[src/rtl/boot_loader_pkg.sv]
// Shared definitions for the boot loader: frame field widths and FSM state encodings.
package boot_loader_pkg;

  localparam int unsigned BL_DATA_WIDTH  = 16;  // RAM word: one HI byte, one LO byte
  localparam int unsigned BL_ADDR_WIDTH  = 8;   // default RAM address width
  localparam int unsigned BL_BYTE_WIDTH  = 8;   // stream symbol width
  localparam int unsigned BL_LEN_WIDTH   = 16;  // LEN_HI/LEN_LO word count field
  localparam int unsigned BL_STATE_WIDTH = 3;

  localparam logic [BL_STATE_WIDTH-1:0] StLenHi  = 3'd0;
  localparam logic [BL_STATE_WIDTH-1:0] StLenLo  = 3'd1;
  localparam logic [BL_STATE_WIDTH-1:0] StDataHi = 3'd2;
  localparam logic [BL_STATE_WIDTH-1:0] StDataLo = 3'd3;
  localparam logic [BL_STATE_WIDTH-1:0] StWrite  = 3'd4;
  localparam logic [BL_STATE_WIDTH-1:0] StCsum   = 3'd5;
  localparam logic [BL_STATE_WIDTH-1:0] StDone   = 3'd6;
  localparam logic [BL_STATE_WIDTH-1:0] StError  = 3'd7;

endpackage

[src/rtl/bl_word_assembler.sv]
// Datapath for the boot loader: byte registers, running XOR checksum, word index and
// remaining-word counter.
//   clk, reset        clock, asynchronous active-high reset
//   clear             restart a load: clears checksum, index and counter
//   take_hi, take_lo  latch byte_in as the HI / LO byte and fold it into the checksum
//   load_len          byte_in is LEN_LO: load the counter from {hi, byte_in}, fold checksum
//   step              a word was written: advance index, count down remaining
//   word, index       RAM write data and address
//   csum              running checksum
//   len_too_big/zero  classification of {hi, byte_in} as a word count
//   last_word         only one word remains (valid during WRITE)
module bl_word_assembler
  import boot_loader_pkg::*;
#(
  parameter int unsigned ADDR_WIDTH = BL_ADDR_WIDTH
) (
  input  logic                     clk,
  input  logic                     reset,
  input  logic                     clear,
  input  logic                     take_hi,
  input  logic                     take_lo,
  input  logic                     load_len,
  input  logic                     step,
  input  logic [BL_BYTE_WIDTH-1:0] byte_in,
  output logic [BL_DATA_WIDTH-1:0] word,
  output logic [ADDR_WIDTH-1:0]    index,
  output logic [BL_BYTE_WIDTH-1:0] csum,
  output logic                     len_too_big,
  output logic                     len_zero,
  output logic                     last_word
);

  localparam logic [BL_LEN_WIDTH:0] MaxWords = (BL_LEN_WIDTH+1)'(2 ** ADDR_WIDTH);

  logic [BL_BYTE_WIDTH-1:0] hi_q, lo_q, csum_q;
  logic [ADDR_WIDTH-1:0]    index_q;
  logic [ADDR_WIDTH:0]      remain_q;
  logic [BL_LEN_WIDTH-1:0]  len_word;

  // LEN_HI is parked in hi_q, so the full count is available while LEN_LO is on the bus.
  assign len_word    = {hi_q, byte_in};
  assign len_too_big = {1'b0, len_word} > MaxWords;
  assign len_zero    = (len_word == '0);
  assign last_word   = (remain_q == (ADDR_WIDTH+1)'(1));

  assign word  = {hi_q, lo_q};
  assign index = index_q;
  assign csum  = csum_q;

  always_ff @(posedge clk or posedge reset) begin
    if (reset) begin
      hi_q     <= '0;
      lo_q     <= '0;
      csum_q   <= '0;
      index_q  <= '0;
      remain_q <= '0;
    end else if (clear) begin
      csum_q   <= '0;
      index_q  <= '0;
      remain_q <= '0;
    end else begin
      if (take_hi) hi_q <= byte_in;
      if (take_lo) lo_q <= byte_in;
      if (take_hi || take_lo || load_len) csum_q <= csum_q ^ byte_in;
      if (load_len) remain_q <= len_word[ADDR_WIDTH:0];
      if (step) begin
        // A full 2^ADDR_WIDTH image wraps the index back to 0 after the last word.
        index_q  <= index_q + ADDR_WIDTH'(1);
        remain_q <= remain_q - (ADDR_WIDTH+1)'(1);
      end
    end
  end

endmodule

[src/rtl/boot_loader.sv]
// Boot loader: holds the CPU in reset while it receives a framed byte stream
// (LEN_HI, LEN_LO, N x {HI, LO}, CSUM), writes the words to RAM from address 0,
// and releases the CPU only when the XOR checksum matches.
//   clk, reset            clock, asynchronous active-high reset
//   start                 from DONE/ERROR, begin a new load
//   in_valid, in_byte     byte stream input; in_ready marks acceptance
//   ram_addr, ram_din     RAM write address / data, ram_write one-cycle strobe
//   cpu_reset             high in every state but DONE
//   done, error           clean load / length overflow or checksum mismatch
module boot_loader
  import boot_loader_pkg::*;
#(
  parameter int unsigned DATA_WIDTH = BL_DATA_WIDTH,
  parameter int unsigned ADDR_WIDTH = BL_ADDR_WIDTH
) (
  input  logic                     clk,
  input  logic                     reset,
  input  logic                     start,
  input  logic                     in_valid,
  input  logic [BL_BYTE_WIDTH-1:0] in_byte,
  output logic                     in_ready,
  output logic [ADDR_WIDTH-1:0]    ram_addr,
  output logic [DATA_WIDTH-1:0]    ram_din,
  output logic                     ram_write,
  output logic                     cpu_reset,
  output logic                     done,
  output logic                     error
);

  logic [BL_STATE_WIDTH-1:0] state_q, state_d;
  logic accept;
  logic clear, take_hi, take_lo, load_len, step;
  logic len_too_big, len_zero, last_word;
  logic [BL_BYTE_WIDTH-1:0] csum;
  logic [BL_DATA_WIDTH-1:0] word;

  // Handshake outputs come from registered state only.
  assign in_ready  = (state_q == StLenHi)  || (state_q == StLenLo) ||
                     (state_q == StDataHi) || (state_q == StDataLo) ||
                     (state_q == StCsum);
  assign ram_write = (state_q == StWrite);
  assign cpu_reset = (state_q != StDone);
  assign done      = (state_q == StDone);
  assign error     = (state_q == StError);
  assign ram_din   = word;

  assign accept   = in_valid && in_ready;
  assign clear    = start && ((state_q == StDone) || (state_q == StError));
  assign take_hi  = accept && ((state_q == StLenHi) || (state_q == StDataHi));
  assign take_lo  = accept && (state_q == StDataLo);
  assign load_len = accept && (state_q == StLenLo);
  assign step     = (state_q == StWrite);

  bl_word_assembler #(
    .ADDR_WIDTH (ADDR_WIDTH)
  ) u_asm (
    .clk         (clk),
    .reset       (reset),
    .clear       (clear),
    .take_hi     (take_hi),
    .take_lo     (take_lo),
    .load_len    (load_len),
    .step        (step),
    .byte_in     (in_byte),
    .word        (word),
    .index       (ram_addr),
    .csum        (csum),
    .len_too_big (len_too_big),
    .len_zero    (len_zero),
    .last_word   (last_word)
  );

  always_comb begin
    state_d = state_q;
    case (state_q)
      StLenHi:  if (accept) state_d = StLenLo;
      StLenLo: begin
        if (accept) begin
          if (len_too_big)   state_d = StError;
          else if (len_zero) state_d = StCsum;
          else               state_d = StDataHi;
        end
      end
      StDataHi: if (accept) state_d = StDataLo;
      StDataLo: if (accept) state_d = StWrite;
      StWrite:  state_d = last_word ? StCsum : StDataHi;
      StCsum:   if (accept) state_d = (in_byte == csum) ? StDone : StError;
      StDone, StError: if (start) state_d = StLenHi;
      default:  state_d = StLenHi;
    endcase
  end

  always_ff @(posedge clk or posedge reset) begin
    if (reset) state_q <= StLenHi;
    else       state_q <= state_d;
  end

endmodule

[config.mk]
export PLATFORM = sky130hd
export DESIGN_NAME = boot_loader
export DESIGN_NICKNAME = d
export VERILOG_FILES = /design/src/rtl/boot_loader_pkg.sv /design/src/rtl/bl_word_assembler.sv /design/src/rtl/boot_loader.sv
export SDC_FILE = /design/constraint.sdc
export NUM_CORES = 1
export LEC_CHECK = 0
export CORE_MARGIN = 3
export CORE_UTILIZATION = 59
export CTS_BUF_LIST = sky130_fd_sc_hd__clkbuf_2 sky130_fd_sc_hd__clkbuf_4 sky130_fd_sc_hd__clkbuf_8
export DETAILED_ROUTE_END_ITERATION = 16
export MAX_ROUTING_LAYER = met4
export PLACE_DENSITY = 0.95
export SYNTH_ARGS = -nofsm -noshare
export SYNTH_HDL_FRONTEND = slang
export SYNTH_HIERARCHICAL = 1
export SYNTH_SLANG_ARGS = --single-unit
[constraint.sdc]
create_clock -name clk -period 6.1 [get_ports clk]
set_clock_uncertainty 0.15 [all_clocks]
set_input_delay 0.915 -clock clk [delete_from_list [all_inputs] [get_ports clk]]
set_output_delay 0.915 -clock clk [all_outputs]
set_load 0.02 [all_outputs]
==> impl_metrics.py <==
metrics = {
    "cells_and_area": {
        "stdcell_area_sq_mm": 0.00292,
        "diodes": 0,
        "layout-drive-gt1-share_pct": 13.0,
        "utilization_pct": 76.3,
        "syn_to_final_growth_pct": 19.3,
        "nets": 284,
    },
    "pwr": {
        "powerDensity_mw_per_mm2": 526,
        "p_leak_uw": 0.00118,
        "peakVddDrop_v": 0.000322,
    },
    "clock_network": {
        "clkTransAtPathRegs_ns": 0.09,
        "clkLatencyLatePin_ns": 0.30,
        "cts_resized": 0,
        "post_cts_buffers": 0,
        "root_buffer": "clkbuf_8",
        "cts_tree": "built",
        "clk_path_buf_depth": 2,
        "cts_buffers": 5,
        "cts_max_level": 2,
        "ctsHoldBuffers": 0,
        "cts_sinks": 44,
    },
    "worst_setup_path": {
        "required_ns": 5.03,
        "r2r_slack_ns": 3.40,
        "crit_fanout": 24,
        "cp-start-kind": "flip-flop",
        "reg2reg_depth": 5,
        "regToRegStartpoint": "state_q[0]$_DFFE_PP0P_",
        "reg2reg_to": "u_asm/remain_q[6]$_DFFE_PP0P_",
        "crit_arrival_ns": 2.53,
        "crit_type": "reg2out",
        "endpoint_kind": "output port",
    },
    "logic_synthesis": {
        "ys_ff_latch": 44,
        "synth_area_sq_mm": 0.00245,
        "netlist_top_cells_area": "dfrtp_1 (45%), mux2_2 (7.4%), xor2_1 (3.9%)",
        "synth_edf_count": 0,
        "syn_area_per_cell_sq_um": 10.4,
        "syn_inst": 236,
        "synthFlopType": "dfrtp_1",
        "synth_top_area_share_pct": 45.0,
        "synth_cell_types": 51,
        "syn-num-nets": 251,
        "ys_seq_area_share_pct": 45.0,
        "synth_top_area_cell": "dfrtp_1",
        "async_reset_ff_share_pct": 100,
        "yosysWarnings": 6,
    },
    "floorplanning": {
        "io_pins": 41,
        "core_sq_mm": 0.00383,
        "rows": 22,
        "die_x_um": 70.4,
        "die_area_sq_mm": 0.00496,
        "dieHeight_um": 70.4,
        "start_util_pct": 64.0,
    },
    "route": {
        "vias": 2022,
        "wire_per_inst_um": 18.7,
        "drc_errors": 0,
        "viasPerCell": 6.36,
        "initialDrtViolationCount": 325,
        "drt_pre_antenna_iters": 4,
        "wl_um": 5960,
        "ant_nets": 0,
    },
    "placed_design": {
        "portBuffers": 40,
        "place_congestion": 0.872,
        "dpl_cell_area_sq_mm": 0.00280,
        "place_hpwl_um": 3930,
    },
    "grt": {
        "grt_util_met3_pct": 5.04,
        "grt_usage_pct": 25.8,
        "grt_pass1_wl_um": 10000,
        "grt_use_met2_pct": 40.9,
        "grt_pass1_vias": 2046,
        "busiest_layer": "met2",
        "grt_start_max_net_pins": 42,
        "antenna_found_initial": 0,
        "use_met1_pct": 33.1,
        "grt-ovfl-total": 0,
    },
    "timing": {
        "hold_violations": 0,
        "rsz0062_at_grt": "false",
        "slew_headroom_pct": 39.4,
        "period_minus_slack_ns": 3.60,
        "tns_ns": 0,
        "worst_pin_slew_ns": 0.906,
        "setup_viol": 0,
        "fmax_mhz": 278,
        "layout_worst_path_cycle_share_pct": 58.9,
        "slew_viol_final": 0,
        "whs_ns": 0.363,
    },
    "worst_hold_path": {
        "hp-start": "u_asm/lo_q[1]$_DFFE_PP0P_",
        "worstHoldEndpoint": "u_asm/lo_q[1]$_DFFE_PP0P_",
        "min_path_cells": 1,
        "min_path_type": "reg2reg",
    },
    "run": {
        "maxCapViolCount": 0,
    },
    "run_status": {
        "status": "finished clean",
    },
}
## cell usage after synthesis (6+ instances only)
master,number
xor2_1,11
dfrtp_1,44
a21oi_1,6
clkbuf_1,7
o21ai_0,7
nor2_1,24
inv_1,7
xnor2_1,9
mux2_2,16
nor3_1,7
o41ai_1,9
nand2_1,9
## worst max path at each step
stage	endpoint	slack [ns]	start
floorplan	u_asm/lo_q[0]$_DFFE_PP0P_	3.71	in_valid
global placement	u_asm/remain_q[6]$_DFFE_PP0P_	2.88	in_valid
detailed placement	u_asm/remain_q[6]$_DFFE_PP0P_	2.62	in_valid
CTS	ram_write	2.53	state_q[0]$_DFFE_PP0P_
global route	ram_write	2.37	state_q[0]$_DFFE_PP0P_
finish	ram_write	2.50	state_q[0]$_DFFE_PP0P_
## per-stage QoR
| stage | setup WS, ns | instances | total power (uW) |
|---|---|---|---|
| 2_1_floorplan | 3.71 | 236 | 1050 |
| 3_3_place_gp | 2.88 | 310 | 1250 |
| 3_5_place_dp | 2.62 | 310 | 1290 |
| 4_1_cts | 2.53 | 318 | 1530 |
| 5_1_grt | 2.37 | 318 | 1630 |
| 6_report | 2.50 | 318 | 1540 |
## state kept, by name, indices dropped and copies added (netlist names)
name / cells
state_q: 3
u_asm/csum: 8
u_asm/index: 8
u_asm/remain_q: 9
u_asm/lo_q: 8
u_asm/hi_q: 8
## cell type report
cell class              count  area, sq um
multi-input cells         170         1200
flip-flops and latches     44         1100
fillers                   244          907
repair buffers             41          408
clock buffers               6         82.6
well taps                  48         60.1
clock inverters             2         38.8
inverters                   7         26.3
## power by group
part | internal (uW) | leakage (uW) | switching, uW | total [uW]
clock | 134 | 0.0000614 | 101 | 235
sequential | 420 | 0.000549 | 142 | 563
combinational | 362 | 0.000567 | 377 | 739
## worst max-delay path: stages, from the launching register on
cell             delay [ns]
dfrtp_1                0.55
nor2_1                 0.22
and2_1                 0.71
clkdlybuf4s50_1        0.75
## metal layers
metal,vias to the layer above,part of all wire [%],wire [um]
met5,-,0,0
met4,0,2.1,123
met3,15,7.0,418
met2,102,51,3020
met1,982,40,2390
li1,923,-,-
## kinds of logic (layout without fill, tap and decap cells)
| group | count (synthesis) | after routing | share of synthesized area (%) |
|---|---|---|---|
| AOI/OAI and AO/OA | 44 | 44 | 13.0 |
| xor gates and xnor gates | 20 | 20 | 7.16 |
| adders and majority gates | 3 | 3 | 1.53 |
| buffers and inverters | 22 | 56 | 5.88 |
| DFF | 44 | 44 | 45.0 |
| muxes | 17 | 17 | 7.77 |
| and+or+nand+nor | 86 | 86 | 19.6 |
## cell usage in the layout (no fill, tap or decap), drive strengths merged, types with 3 or more instances in the layout
cell and n:
clkbuf 6, xnor2 9, clkdlybuf4s50 40, ha 3, nand4 5, a21oi 7
o41ai 9, xor2 11, nor4 5, nor2b 5, nand2b 6, a211oi 4
dfrtp 44, mux2 16, or4 3, nand3 4, nor3 7, nor2 24
inv 7, nand2 9, or3 4, o21ai 7
(Power assumes the default switching activity.)
